[src/rtl/uart_pkg.sv]
// Shared UART definitions: FSM state codes, data width, bit-period helper.
package uart_pkg;

  localparam int DATA_W = 8;

  typedef enum logic [2:0] {
    S_IDLE     = 3'd1,
    S_START    = 3'd2,
    S_REC_BYTE = 3'd3,
    S_STOP     = 3'd4,
    S_DATA     = 3'd5
  } uart_state_t;

  // Clocks per bit; integer division, so the bit period rounds down.
  function automatic int calc_cycle(input int clk_fre, input int baud_rate);
    return (clk_fre * 1000000) / baud_rate;
  endfunction

endpackage

[src/rtl/uart_rx_sync.sv]
// Two-flop synchroniser for the async rx line plus a history flop for falling-edge detect.
module uart_rx_sync (
  input  logic clk,
  input  logic rst_n,
  input  logic rx_pin,
  output logic rx_level,
  output logic rx_negedge
);

  logic r_rx_d0;
  logic r_rx_d1;
  logic r_rx_d2;

  // Reset to 1 so an idle-high line never looks like a start edge after reset.
  always_ff @(posedge clk or negedge rst_n) begin
    if (!rst_n) begin
      r_rx_d0 <= 1'b1;
      r_rx_d1 <= 1'b1;
      r_rx_d2 <= 1'b1;
    end else begin
      r_rx_d0 <= rx_pin;
      r_rx_d1 <= r_rx_d0;
      r_rx_d2 <= r_rx_d1;
    end
  end

  assign rx_level   = r_rx_d1;
  assign rx_negedge = r_rx_d2 & ~r_rx_d1;

endmodule

[src/rtl/uart_rx.sv]
// 8N1 UART receiver, LSB first, mid-bit sampling; byte delivered by valid/ready.
module uart_rx
  import uart_pkg::*;
#(
  parameter int CLK_FRE   = 50,
  parameter int BAUD_RATE = 115200
) (
  input  logic              clk,
  input  logic              rst_n,
  input  logic              rx_pin,
  output logic [DATA_W-1:0] rx_data,
  output logic              rx_data_valid,
  input  logic              rx_data_ready,
  output logic              rx_frame_err
);

  localparam int          CYCLE    = calc_cycle(CLK_FRE, BAUD_RATE);
  localparam logic [15:0] HALF_END = 16'(CYCLE / 2 - 1);
  localparam logic [15:0] CYC_END  = 16'(CYCLE - 1);

  uart_state_t       r_state;
  uart_state_t       w_next_state;
  logic [15:0]       r_cycle_cnt;
  logic [2:0]        r_bit_cnt;
  logic [DATA_W-1:0] r_rx_bits;
  logic [DATA_W-1:0] r_rx_data;
  logic              r_frame_err;
  logic              w_rx_level;
  logic              w_rx_negedge;
  logic              w_mid;
  logic              w_end;
  logic              w_load;
  logic              w_stop_err;

  uart_rx_sync u_sync (
    .clk        (clk),
    .rst_n      (rst_n),
    .rx_pin     (rx_pin),
    .rx_level   (w_rx_level),
    .rx_negedge (w_rx_negedge)
  );

  assign w_mid = (r_cycle_cnt == HALF_END);
  assign w_end = (r_cycle_cnt == CYC_END);

  always_ff @(posedge clk or negedge rst_n) begin
    if (!rst_n) r_state <= S_IDLE;
    else        r_state <= w_next_state;
  end

  always_comb begin
    w_next_state = r_state;
    case (r_state)
      S_IDLE:     if (w_rx_negedge) w_next_state = S_START;
      S_START: begin
        // A start bit that is high again at its midpoint was only a glitch.
        if (w_mid && w_rx_level) w_next_state = S_IDLE;
        else if (w_end)          w_next_state = S_REC_BYTE;
      end
      S_REC_BYTE: if (w_end && r_bit_cnt == 3'd7) w_next_state = S_STOP;
      S_STOP:     if (w_mid) w_next_state = w_rx_level ? S_DATA : S_IDLE;
      S_DATA:     if (rx_data_ready) w_next_state = S_IDLE;
      default:    w_next_state = S_IDLE;
    endcase
  end

  always_comb begin
    rx_data_valid = (r_state == S_DATA);
    w_load        = (r_state == S_STOP) && w_mid && w_rx_level;
    w_stop_err    = (r_state == S_STOP) && w_mid && !w_rx_level;
  end

  always_ff @(posedge clk or negedge rst_n) begin
    if (!rst_n) begin
      r_cycle_cnt <= 16'd0;
      r_bit_cnt   <= 3'd0;
      r_rx_bits   <= '0;
      r_rx_data   <= '0;
      r_frame_err <= 1'b0;
    end else begin
      if ((r_state != w_next_state) || (r_state == S_REC_BYTE && w_end))
        r_cycle_cnt <= 16'd0;
      else
        r_cycle_cnt <= r_cycle_cnt + 16'd1;

      if (r_state != S_REC_BYTE) r_bit_cnt <= 3'd0;
      else if (w_end)            r_bit_cnt <= r_bit_cnt + 3'd1;

      if (r_state == S_REC_BYTE && w_mid) r_rx_bits[r_bit_cnt] <= w_rx_level;
      if (w_load) r_rx_data <= r_rx_bits;
      // Registered so the error pulse lands on the same cycle valid would rise.
      r_frame_err <= w_stop_err;
    end
  end

  assign rx_data      = r_rx_data;
  assign rx_frame_err = r_frame_err;

endmodule

[config.mk]
export PLATFORM = sky130hd
export DESIGN_NAME = uart_rx
export DESIGN_NICKNAME = d
export VERILOG_FILES = /design/src/rtl/uart_pkg.sv /design/src/rtl/uart_rx_sync.sv /design/src/rtl/uart_rx.sv
export SDC_FILE = /design/constraint.sdc
export NUM_CORES = 1
export LEC_CHECK = 0
export BUFFER_PORTS_ARGS = -buffer_cell sky130_fd_sc_hd__buf_2
export CAP_MARGIN = 30
export CORE_MARGIN = 3
export CORE_UTILIZATION = 50
export CTS_CLUSTER_SIZE = 20
export DETAILED_ROUTE_END_ITERATION = 10
export GPL_TIMING_DRIVEN = 0
export PLACE_DENSITY = 0.65
export SLEW_MARGIN = 20
export SYNTH_ARGS = -nofsm -noshare
export SYNTH_HDL_FRONTEND = slang
export SYNTH_SLANG_ARGS = --single-unit
[constraint.sdc]
create_clock -name clk -period 6.7 [get_ports clk]
set_clock_uncertainty 0.15 [all_clocks]
set_input_delay 1.675 -clock clk [delete_from_list [all_inputs] [get_ports clk]]
set_output_delay 1.675 -clock clk [all_outputs]
set_load 0.005 [all_outputs]
* Word level (Yosys, flattened, before mapping)
Cells that the tools add are included.
** Word-level totals
- Register bits after elaboration :: 42
- Word-level logic and storage cells :: 50
** Operators by class
- Reduce and logical (&&, ||, !) cells :: 11
- Add/subtract/negate cells :: 2
- Bitwise operators :: 2
- Equality and inequality tests :: 10
- $lt $le $gt $ge :: 2
- Multiplexer cells :: 14
** Operator list (count)
- 3-bit two-way mux :: 9
- 16-bit by 1-bit adder with 16-bit output, second input constant :: 1
- 16-bit by 8-bit == test with 1-bit output, second input constant :: 1
- 16-bit by 9-bit == test with 1-bit output, second input constant :: 1
- 16-bit two-way mux :: 1
- 3-bit one-hot mux with 5 select lines :: 1
- 3-bit == test, second input constant :: 3
- 8-bit bitwise mux :: 1
- 1-bit logical AND :: 8
- 3-bit by 2-bit == test with 1-bit output, second input constant :: 2
- 3-bit by 4-bit < comparator with 1-bit output, second input constant :: 1
- 3-bit by 1-bit adder with 3-bit output, second input constant :: 1
- 1-bit demux with 3-bit select :: 1
- 3-bit by 1-bit == test with 1-bit output, second input constant :: 1
- 3-bit by 1-bit >= comparator with 1-bit output, second input constant :: 1
- 3-bit by 2-bit inequality test with 1-bit output, second input constant :: 1
- 3-bit inequality test :: 1
- 2-bit nonzero test :: 1
- 1-bit bitwise AND :: 1
- 1-bit zero test :: 1
- 1-bit logical OR :: 1
- 1-bit two-way mux :: 1
- 1-bit inverter :: 1

* Longest topological paths before layout
- Depth after elaboration :: 7
- Mapped depth :: 8
- Mapped depth without buffers :: 7

* Modules after synthesis
A second synthesis with hierarchy kept.
** Unflattened totals
- Cells, all modules :: 215
- Area total of the unflattened synthesis :: 2277.2 um2
** By module, submodules not included
- uart_rx :: area an instance 2184.6 um2, instances 1, sequential area each 977.2 um2, cells each 211
- uart_rx_sync :: area an instance 92.6 um2, instances 1, sequential area each 78.8 um2, cells each 4

* Worst setup path after synthesis
Ideal clock, no wire load.
- Path type :: input to register
- From :: in rx_data_ready
- To :: reg r_cycle_cnt[10]
- Setup slack :: 3791 ps
- Arrival :: 2673 ps
- Stages :: 6
- Setup time :: 86 ps
- Required time :: 6464 ps
- Cells stage by stage :: nand2_1 > o21ai_0 > o21a_1 > a221o_1 > buf_2 > nor3_1
** Between the ends
- Longest elaborated chain between the ends :: 5
** RTL lines
- start, declared :: line uart_rx.sv:13 : input logic rx_data_ready,
- 3-bit two-way mux :: line uart_rx.sv:62 : S_DATA: if (rx_data_ready) w_next_state = S_IDLE;
- 3-bit one-hot mux with 5 select lines :: line uart_rx.sv:53 : case (r_state)
- 3-bit inequality test :: line uart_rx.sv:81 : if ((r_state != w_next_state) || (r_state == S_REC_BYTE && w_end))
- 1-bit logical OR :: line uart_rx.sv:81
- 16-bit two-way mux :: line uart_rx.sv:81
- end signal, assigned :: line uart_rx.sv:84 : r_cycle_cnt <= r_cycle_cnt + 16'd1;
- end, declared :: line uart_rx.sv:23 : logic [15:0] r_cycle_cnt;
No other way between the ends.
A chain may end at the register's enable or synchronous reset.

* Worst setup path in the final report
- From :: reg r_state[0]
- To :: out rx_data_valid
** Between the ends
- Longest elaborated chain between the ends :: 1
** RTL lines
- start, declared :: line uart_rx.sv:21 : uart_state_t r_state;
- start signal, assigned :: line uart_rx.sv:48 : else r_state <= w_next_state;
- 3-bit == test :: line uart_rx.sv:68 : rx_data_valid = (r_state == S_DATA);
- end, declared :: line uart_rx.sv:12 : output logic rx_data_valid,
No other way between the ends.

==> flow_summary.toml <==
[floorplan]
core_area_um2 = 4060
die_width_um = 71.3
ios = 14
start_util_pct = 52.6
rows = 23
die_h_um = 71.3
die_area_um2 = 5090

[sta]
slew_viol_final = 0
worst_pin_slew_ns = 0.639
fin_ws_ns = 3.58
fin_hold_ws_ns = 0.215
setup_viol = 0
final_hold_viol_count = 0
fmaxAchievable_mhz = 320
min_period_over_period_pct = 46.6
slew_headroom_pct = 57.0
setup_tns_ns = 0
rsz0062_at_grt = "no"
min_period_ns = 3.12

[setup_path]
startpoint = "r_state[0]"
path_max_fanout = 10
path_cells = "buf_2, nand2_1, inv_1, buf_2"
crit_buf_inv = 3
rr_startpoint = "r_cycle_cnt[0]"
critPathMostFrequentCell = "buf_2"
crit_family = "flip-flops"
cp.required_ns = 4.88
path_class = "reg2out"
crit_cells = 4
r2r-end = "r_rx_bits[2]"
cp.arrival_ns = 1.30
cp-start-kind = "register"
worst_setup_path_end_kind = "output port"
cp_slowest_cell = "dfstp_2"
crit_path_end = "rx_data_valid"
worst-r2r-setup-slack_ns = 4.15
critical_path.max_stage_delay_ns = 0.53
worstRegToRegCells = 7

[finish]
diodes = 0
post-route-util_pct = 59.0
nets = 220
drive_above_1_share_pct = 27.4
syn_to_final_growth_pct = 12.2
instances_no_fill = 262

[route]
vias = 1438
remaining_drc_errors = 0
drtAntennaViolNets = 0
wire_per_inst_um = 15.1
vias_per_cell = 5.49
wl_um = 3950
drtPass1Iterations = 4
dr.first_iter.drc_count = 82

[global_route]
grt_pass1_vias = 1425
grtUsageTotal_pct = 16.7
grt_overflow_total = 0
antenna_found_initial = 0
grt_pass1_wl_um = 6780
grt_max_degree = 43

[synth]
ys_top_cells_by_area = "dfrtp_1 (45%), mux2_2 (9.0%), dfstp_2 (4.9%)"
netlist_area_um2 = 2130
yosys.cell_types.count = 39
synth_edf_count = 0
synth_area_leader_cell = "dfrtp_1"
ys_seq_area_share_pct = 49.5
synth_ff_type = "dfrtp_1"
async_flop_share_pct = 100
syn_nets = 199
yosys.area.top_type_share_pct = 44.5
synth_warnings = 0
ys_seq_elements = 42
synthCells = 190
avgSynthCellArea_um2 = 11.2

[pwr]
vdd_drop_max_uv = 129
leakagePower_nw = 1.09
p_per_area_nw_per_um2 = 194

[placement]
routabilityCongestion = 0.794
place_inst = 253
numPortBuffers = 13
place_hpwl_um = 2800
pre_cts_slack_ns = 3.49

[clocking]
cts_made_buffers = 5
cts_setup_buffers = 0
ctsHoldBuffers = 0
cts_tree = "built"
post_cts_resized = 0
cts_root_buffer = "clkbuf_8"
clk_latency_ns = 0.29
clkTransAtPathRegs_ns = 0.08
clk_path_buf_depth = 2
clock_sinks = 42
htreeDepth = 2

[status]
status = "completed"

[hold_path]
hp-class = "reg2reg"

[job]
maxCapViolCount = 0
==> worst reg2reg max path: stages (launching register included) <==
cell,delay (ns)
dfrtp_1,0.43
inv_1,0.08
ha_1,0.19
nor3b_1,0.36
nand4_4,0.22
or3_4,0.46
nor3b_2,0.21
mux2_1,0.33
==> routing by layer <==
metal	vias to the layer above	wire length [um]	global-route usage, %	part of all wire [%]
li1	705	-	-	-
met1	704	1950	23.1	49
met2	25	1820	26.3	46
met3	4	130	3.79	3.3
met4	0	48	5.01	1.2
met5	-	0	0	0
==> worst min-delay path by stage <==
stage	startpoint	to	slack (ns)	cells after the start
after detailed placement	u_sync.r_rx_d0	u_sync.rx_level	0.20	0
after global placement	u_sync.r_rx_d0	u_sync.rx_level	0.20	0
final	u_sync.r_rx_d0	u_sync.rx_level	0.21	0
after floorplan	u_sync.r_rx_d0	u_sync.rx_level	0.20	0
after CTS	u_sync.r_rx_d0	u_sync.rx_level	0.22	0
after global routing	u_sync.r_rx_d0	u_sync.rx_level	0.22	0
==> cells by family (layout without fill, tap and decap cells) <==
family / count (synthesis) / count (layout) / share of synthesized area, %
adder cells (fa/ha/maj): 5 / 5 / 2.93
XOR/XNOR: 15 / 15 / 6.15
buffers and inverters: 18 / 40 / 3.99
AO/OA/AOI/OAI: 11 / 11 / 4.40
AND/OR/NAND/NOR: 79 / 79 / 22.6
flip-flops: 42 / 42 / 49.5
multiplexers: 20 / 20 / 10.4
==> registers in the layout, summed over array words and instances (netlist names) <==
signal / flops
rx_data: 8
u_sync.rx_level: 1
r_bit_cnt: 3
u_sync.r_rx_d0: 1
r_rx_bits: 8
r_state: 3
u_sync.r_rx_d2: 1
r_cycle_cnt: 16
rx_frame_err: 1
==> synth_stat cells (3+ instances only) <==
master    n
nand3_1  11
nor2_1    9
buf_2     5
xnor2_1   5
inv_1     9
ha_1      5
nor3_1   17
xor2_1   10
nand2_1  14
nor3b_1   4
dfrtp_1  38
and3_1    3
o21ai_0   5
and4_1    3
mux2_2   17
dfstp_2   4
==> cell type report <==
class,count,area [um^2]
Multi-Input combinational cell,130,993
Inverter,9,33.8
Tap cell,50,62.6
Timing Repair Buffer,14,85.1
Sequential cell,42,1060
Clock buffer,5,68.8
Clock inverter,3,43.8
Fill cell,328,1660
Buffer,9,51.3
==> per-stage QoR <==
stage          instance area [um^2]  total power [mW]
6_report                       2390             0.465
5_1_grt                        2390             0.483
4_1_cts                        2370             0.471
3_5_place_dp                   2260             0.269
3_3_place_gp                   2260             0.268
2_1_floorplan                  2130             0.262
==> cell usage in the layout (no fill, tap or decap), types with 2 or more instances in the layout <==
| cell type | instances |
|---|---|
| dfrtp_1 | 38 |
| buf_2 | 18 |
| mux2_2 | 17 |
| nor3_1 | 17 |
| nand2_1 | 14 |
| nand3_1 | 11 |
| xor2_1 | 10 |
| inv_1 | 9 |
| nor2_1 | 9 |
| o21ai_0 | 5 |
| xnor2_1 | 5 |
| ha_1 | 5 |
| clkbuf_8 | 5 |
| nor3b_1 | 4 |
| dfstp_2 | 4 |
| and4_1 | 3 |
| and3_1 | 3 |
| nor2b_1 | 2 |
| nor4_4 | 2 |
| clkbuf_1 | 2 |
| and2_1 | 2 |
| nor4_1 | 2 |
| nand3b_1 | 2 |
| nor3b_2 | 2 |
| mux2i_1 | 2 |
==> power breakdown <==
group          total [mW]  internal, mW  switching, mW  leakage, nW
registers           0.256         0.255       0.000906        0.548
clock network       0.200         0.112         0.0888       0.0585
logic             0.00876       0.00226        0.00649        0.487
total               0.465         0.369         0.0962         1.09
(Power assumes the default switching activity.)
